===== src/rtl/spi_slave_fifo_rx.sv =====
// SPI slave receiver: DATA_W-bit words in any SPI mode, oversampled on clk, into a first-word
// fall-through RX FIFO with sticky overrun. Define SPI_TX_EN to add the MISO transmit path.
module spi_slave_fifo_rx #(
  parameter int DATA_W      = 8,
  parameter int FIFO_DEPTH  = 4,
  parameter int SYNC_STAGES = 2
) (
  input  logic              clk,
  input  logic              reset,
  input  logic              clk_en,
  input  logic              sck,
  input  logic              cs,
  input  logic              mosi,
  input  logic              cpol,
  input  logic              cpha,
  input  logic              rd_en,
  input  logic              ovr_clr,
  output logic [DATA_W-1:0] rd_data,
  output logic              rd_valid,
  output logic              overrun,
  output logic [7:0]        frame_words,
  input  logic [DATA_W-1:0] tx_data,
  input  logic              tx_load,
  output logic              tx_ready,
  output logic              miso,
  output logic              fsm_state
);

  localparam int AW = $clog2(FIFO_DEPTH);
  localparam int CW = $clog2(DATA_W + 1);
  localparam logic [CW-1:0] FULL_CNT = CW'(DATA_W);
  localparam logic [CW-1:0] CNT_ONE  = CW'(1);
  localparam logic [AW:0]   PTR_ONE  = (AW+1)'(1);

  typedef enum logic {IDLE = 1'b0, SHIFT = 1'b1} state_t;
  state_t state, state_nx;

  logic [SYNC_STAGES-1:0] sck_sync, cs_sync, mosi_sync;
  logic sck_d, cs_d, sck_s, cs_s, mosi_s;
  logic cpol_l, cpha_l;
  logic [CW-1:0] bit_cnt;
  logic [DATA_W-1:0] shreg;

  // Equal depth on all three pins keeps mosi aligned with the sck edge it belongs to.
  always_ff @(posedge clk or negedge reset) begin
    if (!reset) begin
      sck_sync  <= '0;
      cs_sync   <= '0;
      mosi_sync <= '0;
      sck_d     <= 1'b0;
      cs_d      <= 1'b0;
    end else if (clk_en) begin
      sck_sync  <= {sck_sync[SYNC_STAGES-2:0], sck};
      cs_sync   <= {cs_sync[SYNC_STAGES-2:0], cs};
      mosi_sync <= {mosi_sync[SYNC_STAGES-2:0], mosi};
      sck_d     <= sck_sync[SYNC_STAGES-1];
      cs_d      <= cs_sync[SYNC_STAGES-1];
    end
  end

  assign sck_s  = sck_sync[SYNC_STAGES-1];
  assign cs_s   = cs_sync[SYNC_STAGES-1];
  assign mosi_s = mosi_sync[SYNC_STAGES-1];

  logic cs_fall, sck_chg, lead_edge, trail_edge, sample, word_done, push;
  assign cs_fall    = cs_d & ~cs_s;
  assign sck_chg    = sck_s ^ sck_d;
  assign lead_edge  = sck_chg & (sck_d == cpol_l);
  assign trail_edge = sck_chg & (sck_s == cpol_l);
  assign sample     = (state == SHIFT) & (cpha_l ? trail_edge : lead_edge);
  assign word_done  = (bit_cnt == FULL_CNT);
  assign push       = clk_en & word_done;
  assign fsm_state  = (state == SHIFT);

  always_ff @(posedge clk or negedge reset) begin
    if (!reset) state <= IDLE;
    else if (clk_en) state <= state_nx;
  end

  always_comb begin
    state_nx = state;
    case (state)
      IDLE:    if (cs_fall) state_nx = SHIFT;
      SHIFT:   if (cs_s) state_nx = IDLE;
      default: state_nx = IDLE;
    endcase
  end

  // A completed word is still pushed even if cs rises in the same cycle.
  always_ff @(posedge clk or negedge reset) begin
    if (!reset) begin
      bit_cnt     <= '0;
      shreg       <= '0;
      frame_words <= '0;
      cpol_l      <= 1'b0;
      cpha_l      <= 1'b0;
    end else if (clk_en) begin
      if (cs_fall) begin
        bit_cnt     <= '0;
        frame_words <= '0;
        cpol_l      <= cpol;
        cpha_l      <= cpha;
      end else begin
        if (word_done && frame_words != 8'hFF) frame_words <= frame_words + 8'd1;
        if (state == SHIFT && cs_s) begin
          bit_cnt <= '0;
        end else if (sample) begin
          shreg   <= {shreg[DATA_W-2:0], mosi_s};
          bit_cnt <= word_done ? CNT_ONE : bit_cnt + CNT_ONE;
        end else if (word_done) begin
          bit_cnt <= '0;
        end
      end
    end
  end

  logic [AW:0] wr_ptr, rd_ptr;
  logic [DATA_W-1:0] mem [FIFO_DEPTH];
  logic empty, full, pop, push_ok;

  assign empty   = (wr_ptr == rd_ptr);
  assign full    = (wr_ptr[AW] != rd_ptr[AW]) && (wr_ptr[AW-1:0] == rd_ptr[AW-1:0]);
  assign pop     = rd_en & ~empty;
  assign push_ok = push & (~full | pop);

  // Pops are a system-side handshake and ignore clk_en.
  always_ff @(posedge clk or negedge reset) begin
    if (!reset) begin
      wr_ptr  <= '0;
      rd_ptr  <= '0;
      overrun <= 1'b0;
      mem     <= '{default: '0};
    end else begin
      if (pop) rd_ptr <= rd_ptr + PTR_ONE;
      if (push_ok) begin
        mem[wr_ptr[AW-1:0]] <= shreg;
        wr_ptr              <= wr_ptr + PTR_ONE;
      end
      if (push && full && !pop) overrun <= 1'b1;
      else if (ovr_clr)         overrun <= 1'b0;
    end
  end

  assign rd_valid = ~empty;
  assign rd_data  = empty ? '0 : mem[rd_ptr[AW-1:0]];

`ifdef SPI_TX_EN
  logic [DATA_W-1:0] hold, tx_shreg;
  logic hold_full, shift_out, tx_xfer;

  assign shift_out = (state == SHIFT) & (cpha_l ? lead_edge : trail_edge);
  assign tx_xfer   = clk_en & (cs_fall | word_done);

  // No shift while bit_cnt is 0, so the MSB loaded at a boundary survives the first non-sample edge.
  always_ff @(posedge clk or negedge reset) begin
    if (!reset) begin
      hold      <= '0;
      tx_shreg  <= '0;
      hold_full <= 1'b0;
    end else begin
      if (tx_xfer) begin
        tx_shreg  <= hold_full ? hold : '0;
        hold_full <= 1'b0;
      end else if (clk_en && shift_out && bit_cnt != '0) begin
        tx_shreg <= {tx_shreg[DATA_W-2:0], 1'b0};
      end
      if (tx_load && !hold_full) begin
        hold      <= tx_data;
        hold_full <= 1'b1;
      end
    end
  end

  assign tx_ready = ~hold_full;
  assign miso     = tx_shreg[DATA_W-1];
`else
  logic unused_tx;
  assign unused_tx = ^{tx_data, tx_load};
  assign tx_ready  = 1'b0;
  assign miso      = 1'b0;
`endif

endmodule


===== config.mk =====
export PLATFORM = sky130hd
export DESIGN_NAME = spi_slave_fifo_rx
export DESIGN_NICKNAME = d
export VERILOG_FILES = /design/src/rtl/spi_slave_fifo_rx.sv
export SDC_FILE = /design/constraint.sdc
export NUM_CORES = 1
export LEC_CHECK = 0
export BUFFER_PORTS_ARGS = -buffer_cell sky130_fd_sc_hd__buf_2
export CORE_MARGIN = 2
export CORE_UTILIZATION = 40
export CTS_BUF_LIST = sky130_fd_sc_hd__clkbuf_4
export DETAILED_ROUTE_END_ITERATION = 6
export PLACE_DENSITY = 0.64
export RECOVER_POWER = 100
export SLEW_MARGIN = 20
export SYNTH_ARGS = -nofsm -noshare
export SYNTH_HDL_FRONTEND = slang
export SYNTH_SLANG_ARGS = --single-unit

===== constraint.sdc =====
create_clock -name clk -period 4.45 [get_ports clk]
set_input_delay 0.445 -clock clk [delete_from_list [all_inputs] [get_ports clk]]
set_output_delay 0.445 -clock clk [all_outputs]
set_load 0.05 [all_outputs]

---- Word level (Yosys, flattened, before mapping) ----
Cells that the tools add are included.
W data, S select, Z words.
cells by class
  equality and inequality tests ........... 7
  $add $sub $neg .......................... 4
  $lt $le $gt $ge ......................... 3
  mux-type cells .......................... 20
  bitwise logic cells ..................... 17
  reductions and logical operators ........ 14
operator list
  kind                   number
  $mux W8                6
  $bwmux W32             1
  $mux W4                5
  $bmux W8 S2            1
  $demux W8 S2           1
  $add A8 B1 Y8 const B  1
  $ne A8 B8 Y1 const B   1
  $and A1 B1 Y1          7
  $add A3 B1 Y3 const B  2
  $ge A3 B3 Y1 const B   2
  $logic_and A1 B1 Y1    6
  $not A1 Y1             6
  $not A2 Y3             2
  $reduce_and A2 Y1      3
  $mux W1                5
  $add A4 B1 Y4 const B  1
  $eq A4 B4 Y1 const B   1
  $reduce_and A4 Y1      1
  $reduce_bool A2 Y1     2
  $reduce_bool A4 Y1     1
  $eq A3 B3 Y1           1
  $lt A3 B1 Y1 const B   1
  $eq A1 B1 Y1           2
  $eq A2 B2 Y1           1
  other kinds (5)        5
storage, ports and cells
  bits in registers ....................... 70
  word-level logic and storage cells ...... 83
  input port bits ......................... 19
  output and inout port bits .............. 21

---- Longest topological paths before layout ----
Gate-level depths: netlist (run 1).
  depth after elaboration ................. 7
  mapped depth ............................ 6
  gate-level depth less buffers ........... 6

---- Least setup slack after synthesis (run 1) ----
No wires, ideal clock.
  path type ............................... reg2out
  from .................................... reg rd_ptr[1]
  to ...................................... out rd_data[0]
  arrival time ............................ 1940 ps
  stages on the path, launching flop included .. 6
  buffers on the path ..................... 2
  data required time ...................... 4005 ps
  path slack .............................. 2065 ps
  cells stage by stage .................... dfrtp_1 buf_2 xnor2_1 nand3b_1 clkbuf_1 and2_1
on the way
  word-level cells in the longest chain between the ends .. 5
  elaborated cells on any way between the ends .. 6
  classes of those cells .................. 1 x eq/ne; 4 x mux; 1 x bitwise
ends and longest elaborated chain
  item                                        line  RTL
  start: declaration                          117   logic [AW:0] wr_ptr, rd_ptr;
  start signal: assignment                    134   if (pop) rd_ptr <= rd_ptr + PTR_ONE;
  $not A2 Y3 (not written as such)            145   assign rd_data = empty ? '0 : mem[rd_ptr[AW-1:0]];
  $bmux W8 S2                                 145
  $mux W8 (not written as such) (2 in a row)  145
  $mux W8 *                                   145
  end: declaration                            18    output logic [DATA_W-1:0] rd_data,
Mark *: on every way between the ends. The rest lies on a longest branch, timed or not. The select of a mux whose other input is x is not followed.

==> results.cfg, run 1 <==
[outcome]
outcome = complete, but fails checks
violations = capacitance limit, slew limit

[clocking]
cts_resized = 0
cts_sinks = 70
clock_latency_ns = 0.39
clock_path_buffers = 2
cts_setup_buffers = 0
cts-htree-levels = 3
cts-root-buf = clkbuf_4
cts_buffers = 9
path_clk_slew_ns = 0.09
cts_hold_buf = 0
cts_tree = built

[global_routing]
grt_start_max_net_pins = 47
grt_pass1_vias = 1906
grt_antenna_before_repair = 0
grt_first_pass_wirelength_um = 9470
grt_usage_pct = 13.8
grt_overflow = 0

[worst_hold_path]
hold_class = input pin to register
hp-start = ovr_clr
min_to = overrun
hold_depth = 2

[place]
gp_congestion = 0.742
place_ws_ns = 2.00
dpl_cell_area_mm2 = 0.00356
hpwl_um = 3700
io_buffers = 28

[logic_synthesis]
yosysWarningCount = 0
synth-seq-cells = 70
synthCells = 243
synth_ff_type = dfrtp_1
synth-edff-count = 0
syn_avg_cell_area_um2 = 13.7
yosysSeqAreaShare_pct = 52.7
postSynth.asyncResetShare_pct = 100
syn_area_mm2 = 0.00332
ys_types = 42

[pwr]
power_density_mw_per_mm2 = 391
peakVddDrop_mv = 0.120
p_leak_nw = 1.75
finalPower_mw = 1.41

[timing]
worst_pin_slew_ns = 2.39
rsz0062_at_grt = false
fin_crit_ns = 2.93
maxSlewViolCount = 47
timing.slew.headroom_pct = -59.4
layout_setup_ws_ns = 1.52
fmax_ghz = 0.341
hold_viol = 0
setup_violations = 0
setup_tns_ns = 0
fin_crit_sh_pct = 65.8
skew_ns = 0.0118

[detailed_routing]
wl_per_cell_um = 14.8
viasPerCell = 5.24
remaining_drc_errors = 0
drtPass1Iterations = 4
finalWirelength_um = 5670
drtIter0Drc = 68
drtAntennaViolNets = 0
vias = 2008

[worst_setup_path]
rr_worst_depth = 4
path_depth = 2
worstPathArrival_ns = 3.21
endpoint_kind = async pin
crit_path_max_incr_delay_ns = 1.67
critPathMostFrequentCell = clkbuf_1
cp_max_fo = 46
r2r_slack_ns = 1.98
cp_slowest_cell = clkbuf_1
path_delay_family = buffers and inverters
worstPathRequired_ns = 4.73
critPathBufInv = 2
crit_path_start_kind = input pin
crit_type = input pin to async pin
r2r_start = rd_ptr[0]
crit-reg2reg-capture = mem[0]
path_cells = clkbuf_1 > clkbuf_1

[cells_and_area]
antennaDiodeCount = 0
design_area_mm2 = 0.00361
fillers = 777
fin_nets = 303
drive_above_1_share_pct = 25.9
area_growth_pct = 8.51

[floorplan]
die_w_um = 95.2
die_area_mm2 = 0.00905
rows = 33
initial_core_util_pct = 40.9
die_h_um = 95.2
core_mm2 = 0.00813
ios = 40

[flow_run]
maxCapViolations = 1
registers in the layout, indices dropped and copies added (netlist names), 3 cells and up:
register	cells
wr_ptr	3
bit_cnt	4
frame_words	8
rd_ptr	3
shreg	8
mem	32
power breakdown:
group          leakage, nW  total (mW)  switching, mW  internal (mW)
Clock               0.0602       0.359          0.202          0.157
Combinational        0.763       0.253          0.130          0.123
Sequential           0.931       0.797          0.103          0.694
metrics by stage:
step / hold slack, ns / std cells / utilization, %
global route: 0.234 / 383 / 44.3
global placement: 0.472 / 370 / 43.7
detailed placement: 0.479 / 370 / 43.7
finish: 0.245 / 383 / 44.3
floorplan: 0.149 / 244 / -
CTS: 0.223 / 383 / 45.1
routing by layer:
layer | track usage, % | vias to the layer above | part of all wire [%]
met5 | 0 | - | 0
met3 | 2.61 | 9 | 2.0
met2 | 21.2 | 21 | 48
li1 | - | 953 | -
met1 | 18.9 | 1025 | 49
met4 | 6.88 | 0 | 1.6
cell type report:
type                       count  area, um2  share of cell area (%)
clock buffer                   9       67.6                    1.87
clock inverter                 4       41.3                    1.15
inverter                       9       33.8                   0.937
multi-input combinational    157       1460                    40.4
sequential                    70       1750                    48.6
tap                          105        131                    3.64
timing repair buffer          29        123                    3.40
kinds of logic after synthesis:
group,Yosys count,synth area share [%]
AO/OA/AOI/OAI,21,4.86
XOR/XNOR,11,2.90
adder cells (fa/ha/maj),8,3.01
buffers and inverters,17,2.45
flip-flops,70,52.7
multiplexers,64,25.2
other,1,0.113
AND/OR/NAND/NOR,51,8.77
cells in the mapped netlist, drive strengths merged (2+ instances only):
cell type / count / area, um2
a21oi: 4 / 20.0
a22o: 3 / 26.3
and2: 10 / 62.6
buf: 6 / 40.0
clkbuf: 2 / 7.51
dfrtp: 70 / 1750
ha: 8 / 100
inv: 9 / 33.8
mux2: 53 / 597
mux2i: 3 / 30.0
mux4: 8 / 210
nand2: 13 / 63.8
nand3: 3 / 15.0
nand3b: 2 / 15.0
nand4: 3 / 18.8
nand4b: 3 / 26.3
nor2: 8 / 32.5
nor3: 2 / 10.0
nor4: 2 / 12.5
o211ai: 2 / 15.0
o21ai: 4 / 20.0
o22ai: 2 / 12.5
or3: 2 / 12.5
xnor2: 7 / 61.3
xor2: 4 / 35.0
worst max path at each step:
stage / start / to
after floorplan: rd_ptr[1] / rd_data[0]
after global placement: rd_ptr[0] / rd_data[0]
after detailed placement: rd_ptr[0] / rd_data[0]
after CTS: rd_ptr[0] / rd_data[0]
after global routing: reset / overrun
final: reset / overrun
cells in the final DEF, fill, tap and decap left out, types with 2 or more instances in the layout:
cell,n
a21oi_1,4
a22o_1,3
and2_0,4
and2_1,6
buf_2,11
clkbuf_1,18
clkbuf_4,9
clkinv_1,3
conb_1,2
dfrtp_1,70
ha_1,8
inv_1,9
mux2_1,2
mux2_2,51
mux2i_1,3
mux4_1,8
nand2_1,13
nand3_1,3
nand3b_1,2
nand4_1,3
nand4b_1,3
nor2_1,8
nor3_1,2
nor4_1,2
o211ai_1,2
o21ai_0,4
o22ai_1,2
or3_1,2
xnor2_1,7
xor2_1,4
No activity file was read; power rests on OpenSTA's default activity.
==> run 2: changes to the inputs <==
- ABC_AREA: unset -> 1
- clock period: 4.45 -> 2.71 ns (I/O delays scaled with it)
==> run 2 against run 1 <==
Effect of this change: sequential power rose by 67%; total power rose by 140%; combinational power rose to 4.7 times the previous value; register-to-register slack got worse by 1.7 ns; hold slack got worse by 0.20 ns; the run still ends with capacitance limit, slew limit left; clock-buffer cell count did not move; worst setup slack got worse by 1.3 ns; sequential share of layout area fell by 4.1 points; wire length rose by 35%; global-route usage rose by 2.6 points; area after synthesis rose by 10%; critical endpoint is now rd_data[7].
==> results.cfg, run 2 <==
[cells_and_area]
fin_cells = 596
mostFrequentLayoutCell = nand2_1
antennaDiodeCount = 0
fin_nets = 510
fillers = 879
design_area_mm2 = 0.00394
largest_register_ffs = 32
final_core_util_pct = 44.8
top_regs = mem (32), frame_words (8), shreg (8)
layout_common_cells = nand2_1, dfrtp_1, nand3_1, nand4_1, nor2_1
drive_above_1_share_pct = 10.2
top_register = mem
area_growth_pct = 7.73

[clocking]
cts-root-buf = clkbuf_4
cts-htree-levels = 3
cts_resized = 0
cts_setup_buffers = 0
cts_sinks = 70
cts_hold_buf = 0
cts_buffers = 9
clock_latency_ns = 0.42
clock_path_buffers = 2
path_clk_slew_ns = 0.12
cts_tree = built

[timing]
fin_crit_sh_pct = 90.7
fmax_ghz = 0.407
fin_crit_ns = 2.46
setup_tns_ns = 0
maxSlewViolCount = 71
whs_ns = 0.0450
hold_viol = 0
timing.slew.headroom_pct = -17.4
worst_pin_slew_ns = 1.76
setup_violations = 0
skew_ns = 0.0142
rsz0062_at_grt = false

[place]
gp_congestion = 0.846
hpwl_um = 5160
dpl_cell_area_mm2 = 0.00381
io_buffers = 28
dp.cells = 580

[global_routing]
grtUsageMet1_pct = 22.4
top_usage_layer = met2
grt_use_met2_pct = 25.3
met3_usage_pct = 5.41
grt_pass1_vias = 2806
grt_start_max_net_pins = 71
grt_antenna_before_repair = 0
grt_usage_pct = 16.4
grt_overflow = 0
grt_first_pass_wirelength_um = 13200

[logic_synthesis]
synth_top_family_by_area = simple AND/OR/NAND/NOR gates
ys_types = 31
synth.largest_area_cell = dfrtp_1
synthMuxAreaShare_pct = 0
synth-edff-count = 0
synthCells = 460
synth-simple-area-share_pct = 34.4
yosysWarningCount = 0
synth_common_cells = nand2_1, dfrtp_1, nand3_1, nand4_1, nor2_1
synthAdderAreaFrac_pct = 2.74
yosysTopAreaCellShare_pct = 47.9
yosysSeqAreaShare_pct = 47.9
syn_avg_cell_area_um2 = 7.96
synth_ff_type = dfrtp_1
synth-seq-cells = 70
yosysMostFrequentCell = nand2_1
synth_xor_area_share_pct = 0.957
postSynth.asyncResetShare_pct = 100
synth_compound_area_share_pct = 5.78
synthTopCellsByArea = dfrtp_1, nand2_1, nand4_1
syn_area_mm2 = 0.00366

[detailed_routing]
wl_per_cell_um = 12.8
drtIter0Drc = 109
finalWirelength_um = 7640
drtAntennaViolNets = 0
vias = 3037
viasPerCell = 5.10
remaining_drc_errors = 0
drtPass1Iterations = 4

[worst_setup_path]
rr_worst_depth = 8
worstPathRequired_ns = 2.44
crit-reg2reg-capture = mem[3]
r2r_slack_ns = 0.27
crit_path_start_kind = register
endpoint_kind = output pin
r2r_start = bit_cnt[0]
crit_type = register to output pin
worstPathArrival_ns = 2.19
cp_max_fo = 12

[floorplan]
core_mm2 = 0.00881
rows = 34
die_w_um = 99.7
die_area_mm2 = 0.00993
ios = 40
initial_core_util_pct = 41.6
die_h_um = 99.7

[pwr]
peakVddDrop_mv = 0.441
p_leak_nw = 2.10
power_density_mw_per_mm2 = 850

[outcome]
outcome = complete, but fails checks
violations = capacitance limit, slew limit

[worst_hold_path]
hp-start = ovr_clr
min_to = overrun
hold_depth = 2
hold_class = input pin to register

[flow_run]
maxCapViolations = 1
[run 2: cells by family (layout without fill, tap and decap cells)]
family | after synthesis | in the layout
AO/OA/AOI/OAI | 40 | 40
XOR/XNOR | 4 | 4
adder cells (fa/ha/maj) | 8 | 8
buffers and inverters | 57 | 84
flip-flops | 70 | 70
other | 1 | 2
AND/OR/NAND/NOR | 280 | 280
[run 2: worst max-delay path, cell delays in order (launching register included)]
cell	delay, ns
dfrtp_1	0.61
inv_2	0.14
nand2_1	0.08
nand2_1	0.08
nor2_4	0.15
nand2_1	0.26
nand2_1	0.16
inv_1	0.04
clkbuf_2	0.23
[run 2: how the worst max path moves through the flow]
stage | start | endpoint | slack, ns | cells after the start
finish | rd_ptr[1] | rd_data[7] | 0.25 | 8
CTS | rd_ptr[1] | rd_data[2] | 0.24 | 8
global route | rd_ptr[1] | rd_data[5] | 0.03 | 8
floorplan | rd_ptr[0] | rd_data[0] | 0.88 | 9
global placement | bit_cnt[0] | mem[3] | 0.74 | 8
detailed placement | bit_cnt[0] | mem[7] | 0.70 | 8
[run 2: cell type report]
class | count | area (um2) | area share [%]
clock buffers | 9 | 67.6 | 1.71
clock inverters | 7 | 113 | 2.86
inverters | 35 | 134 | 3.40
multi-input cells | 334 | 1590 | 40.2
flip-flops and latches | 70 | 1750 | 44.4
well taps | 108 | 135 | 3.43
repair buffers | 33 | 156 | 3.97
[run 2: per-stage QoR]
step                setup WS [ns]  total power [mW]
floorplan                   0.878              2.30
global placement            0.735              2.54
detailed placement          0.699              2.56
CTS                         0.244              3.42
global route               0.0344              3.58
finish                      0.251              3.35
[run 2: routing by layer]
| metal | vias up | wire, um | share of wire, % |
|---|---|---|---|
| met2 | 80 | 3480 | 46 |
| li1 | 1547 | - | - |
| met4 | 0 | 50 | 0.65 |
| met5 | - | 0 | 0 |
| met1 | 1404 | 3720 | 49 |
| met3 | 6 | 393 | 5.1 |
[run 2: power by group]
| part | internal [mW] | total, mW | switching (mW) |
|---|---|---|---|
| sequential | 1.16 | 1.33 | 0.173 |
| combinational | 0.305 | 1.18 | 0.872 |
| clock | 0.463 | 0.841 | 0.378 |
==> run 3: changes to the inputs <==
- ABC_AREA: 1 -> 0
==> run 3 against run 2 <==
Effect of this change: the flow now finishes without violations; core utilization increased by 0.53 points; combinational power fell by 62%; via count shrank 34%; cell count shrank 34%; non-clock buffer count is 1 higher; clock-buffer cell count unchanged; total power shrank 29%; global-route usage is 2.5 points lower; register-to-register slack improved by 0.08 ns; fmax down 0.59%; critical path depth fell by 4; final area decreased by 6.5%; critical path type unchanged; highest routed layer unchanged.
==> results.cfg, run 3 (synthesized netlist as in run 1, its figures left out) <==
[outcome]
outcome = completed

[global_routing]
grt_start_max_net_pins = 28
grt_usage_pct = 14.0
grt_first_pass_wirelength_um = 9540
grt_pass1_vias = 1951
grt_antenna_before_repair = 0
grt_overflow = 0

[detailed_routing]
finalWirelength_um = 5580
vias = 2004
drtPass1Iterations = 4
wl_per_cell_um = 14.2
remaining_drc_errors = 0
drtAntennaViolNets = 0
viasPerCell = 5.11
drtIter0Drc = 56

[cells_and_area]
top_regs = mem (32), frame_words (8), shreg (8)
fin_nets = 308
fin_cells = 392
mostFrequentLayoutCell = dfrtp_1
area_growth_pct = 10.9
top_register = mem
largest_register_ffs = 32
fillers = 759
layout_common_cells = dfrtp_1, mux2_2, clkbuf_1, and2_1
drive_above_1_share_pct = 31.1

[timing]
worst_pin_slew_ns = 1.28
skew_ns = 0.0173
fin_crit_sh_pct = 91.3
setup_tns_ns = 0
maxSlewViolCount = 0
setup_violations = 0
timing.slew.headroom_pct = 15.0
hold_viol = 0
fin_crit_ns = 2.47
fmax_ghz = 0.404
rsz0062_at_grt = false

[floorplan]
die_area_mm2 = 0.00905
initial_core_util_pct = 40.9
core_mm2 = 0.00813
ios = 40
die_h_um = 95.2
rows = 33
die_w_um = 95.2

[pwr]
finalPower_mw = 2.38
peakVddDrop_mv = 0.250
p_leak_nw = 1.81
power_density_mw_per_mm2 = 646

[worst_setup_path]
r2r_start = bit_cnt[0]
r2r_slack_ns = 0.35
endpoint_kind = output pin
rr_worst_depth = 6
cp-endpoint = rd_data[3]
critPathLaunch = rd_ptr[0]
crit_type = register to output pin
cp_max_fo = 7
worstPathArrival_ns = 2.20
crit_path_start_kind = register
crit-reg2reg-capture = mem[8]
worstPathRequired_ns = 2.44

[clocking]
cts_sinks = 70
cts-root-buf = clkbuf_4
cts_buffers = 9
cts_resized = 0
clock_path_buffers = 2
cts-htree-levels = 3
clock_latency_ns = 0.40
cts_tree = built
path_clk_slew_ns = 0.11

[place]
hpwl_um = 3740
io_buffers = 28
dp.cells = 372
gp_congestion = 0.748

[flow_run]
maxCapViolations = 0

[worst_hold_path]
hold_class = input pin to register
[run 3: cell types whose count changed in the layout (fill, tap and decap cells not counted), sizes merged, moves of 3 or more]
cell,delta
nand2,-156
mux2,+53
nand3,-37
nand4,-31
nor2,-27
inv,-25
o21ai,-25
and2,+10
mux4,+8
o22ai,-6
xnor2,+5
a22o,+3
mux2i,+3
nand4b,+3
[run 3: how the worst min path moves through the flow]
stage                 start         end  slack [ns]  cells after the start
floorplan             reset  bit_cnt[0]       -0.02                      0
finish              ovr_clr     overrun        0.06                      2
detailed placement    reset     mem[26]        0.28                      1
CTS                 ovr_clr     overrun        0.03                      2
global route        ovr_clr     overrun        0.03                      2
global placement      reset     mem[26]        0.28                      1
[run 3: stage by stage]
step / setup WS (ns) / utilization, % / cell area [um2] / hold WS [ns]
2_1_floorplan: 0.499 / - / 3330 / -0.0246
3_3_place_gp: 0.580 / 43.9 / 3570 / 0.276
3_5_place_dp: 0.597 / 43.9 / 3570 / 0.279
4_1_cts: 0.118 / 45.7 / 3720 / 0.0271
5_1_grt: 0.118 / 45.3 / 3680 / 0.0257
6_report: 0.237 / 45.3 / 3680 / 0.0600
[run 3: power breakdown]
part           internal (mW)  switching [mW]
Sequential              1.14           0.147
Combinational          0.216           0.236
Clock                  0.275           0.365
Total                   1.63           0.748
[run 3: layout make-up]
type / count / area (um2) / share of cell area, %
Antenna cell: 1 / 2.50 / 0.0679
Clock buffer: 9 / 67.6 / 1.83
Clock inverter: 7 / 65.1 / 1.77
Inverter: 9 / 33.8 / 0.917
Multi-Input combinational cell: 157 / 1470 / 40.0
Sequential cell: 70 / 1750 / 47.5
Tap cell: 105 / 131 / 3.57
Timing Repair Buffer: 34 / 160 / 4.35
[run 3: critical path, stage by stage (launching register included)]
cell      delay, ns
dfrtp_1        0.56
clkbuf_2       0.28
mux4_1         0.56
and2_1         0.17
clkbuf_2       0.23
[run 3: routing by layer]
layer  vias to the layer above  share of wire [%]  track usage, %  wire (um)
li1                        970                  -               -          -
met1                      1001                 48            18.4       2700
met2                        23                 47            21.5       2650
met3                        10                2.3            3.08        128
met4                         0                2.0            7.61        109
met5                         -                  0               0          0
[run 3: repair_timing]
action,4_1_cts,5_1_grt
hold endpoints to repair,23,0
hold buffers,1,0
endpoints found under the setup margin,0,8
setup buffers,0,2
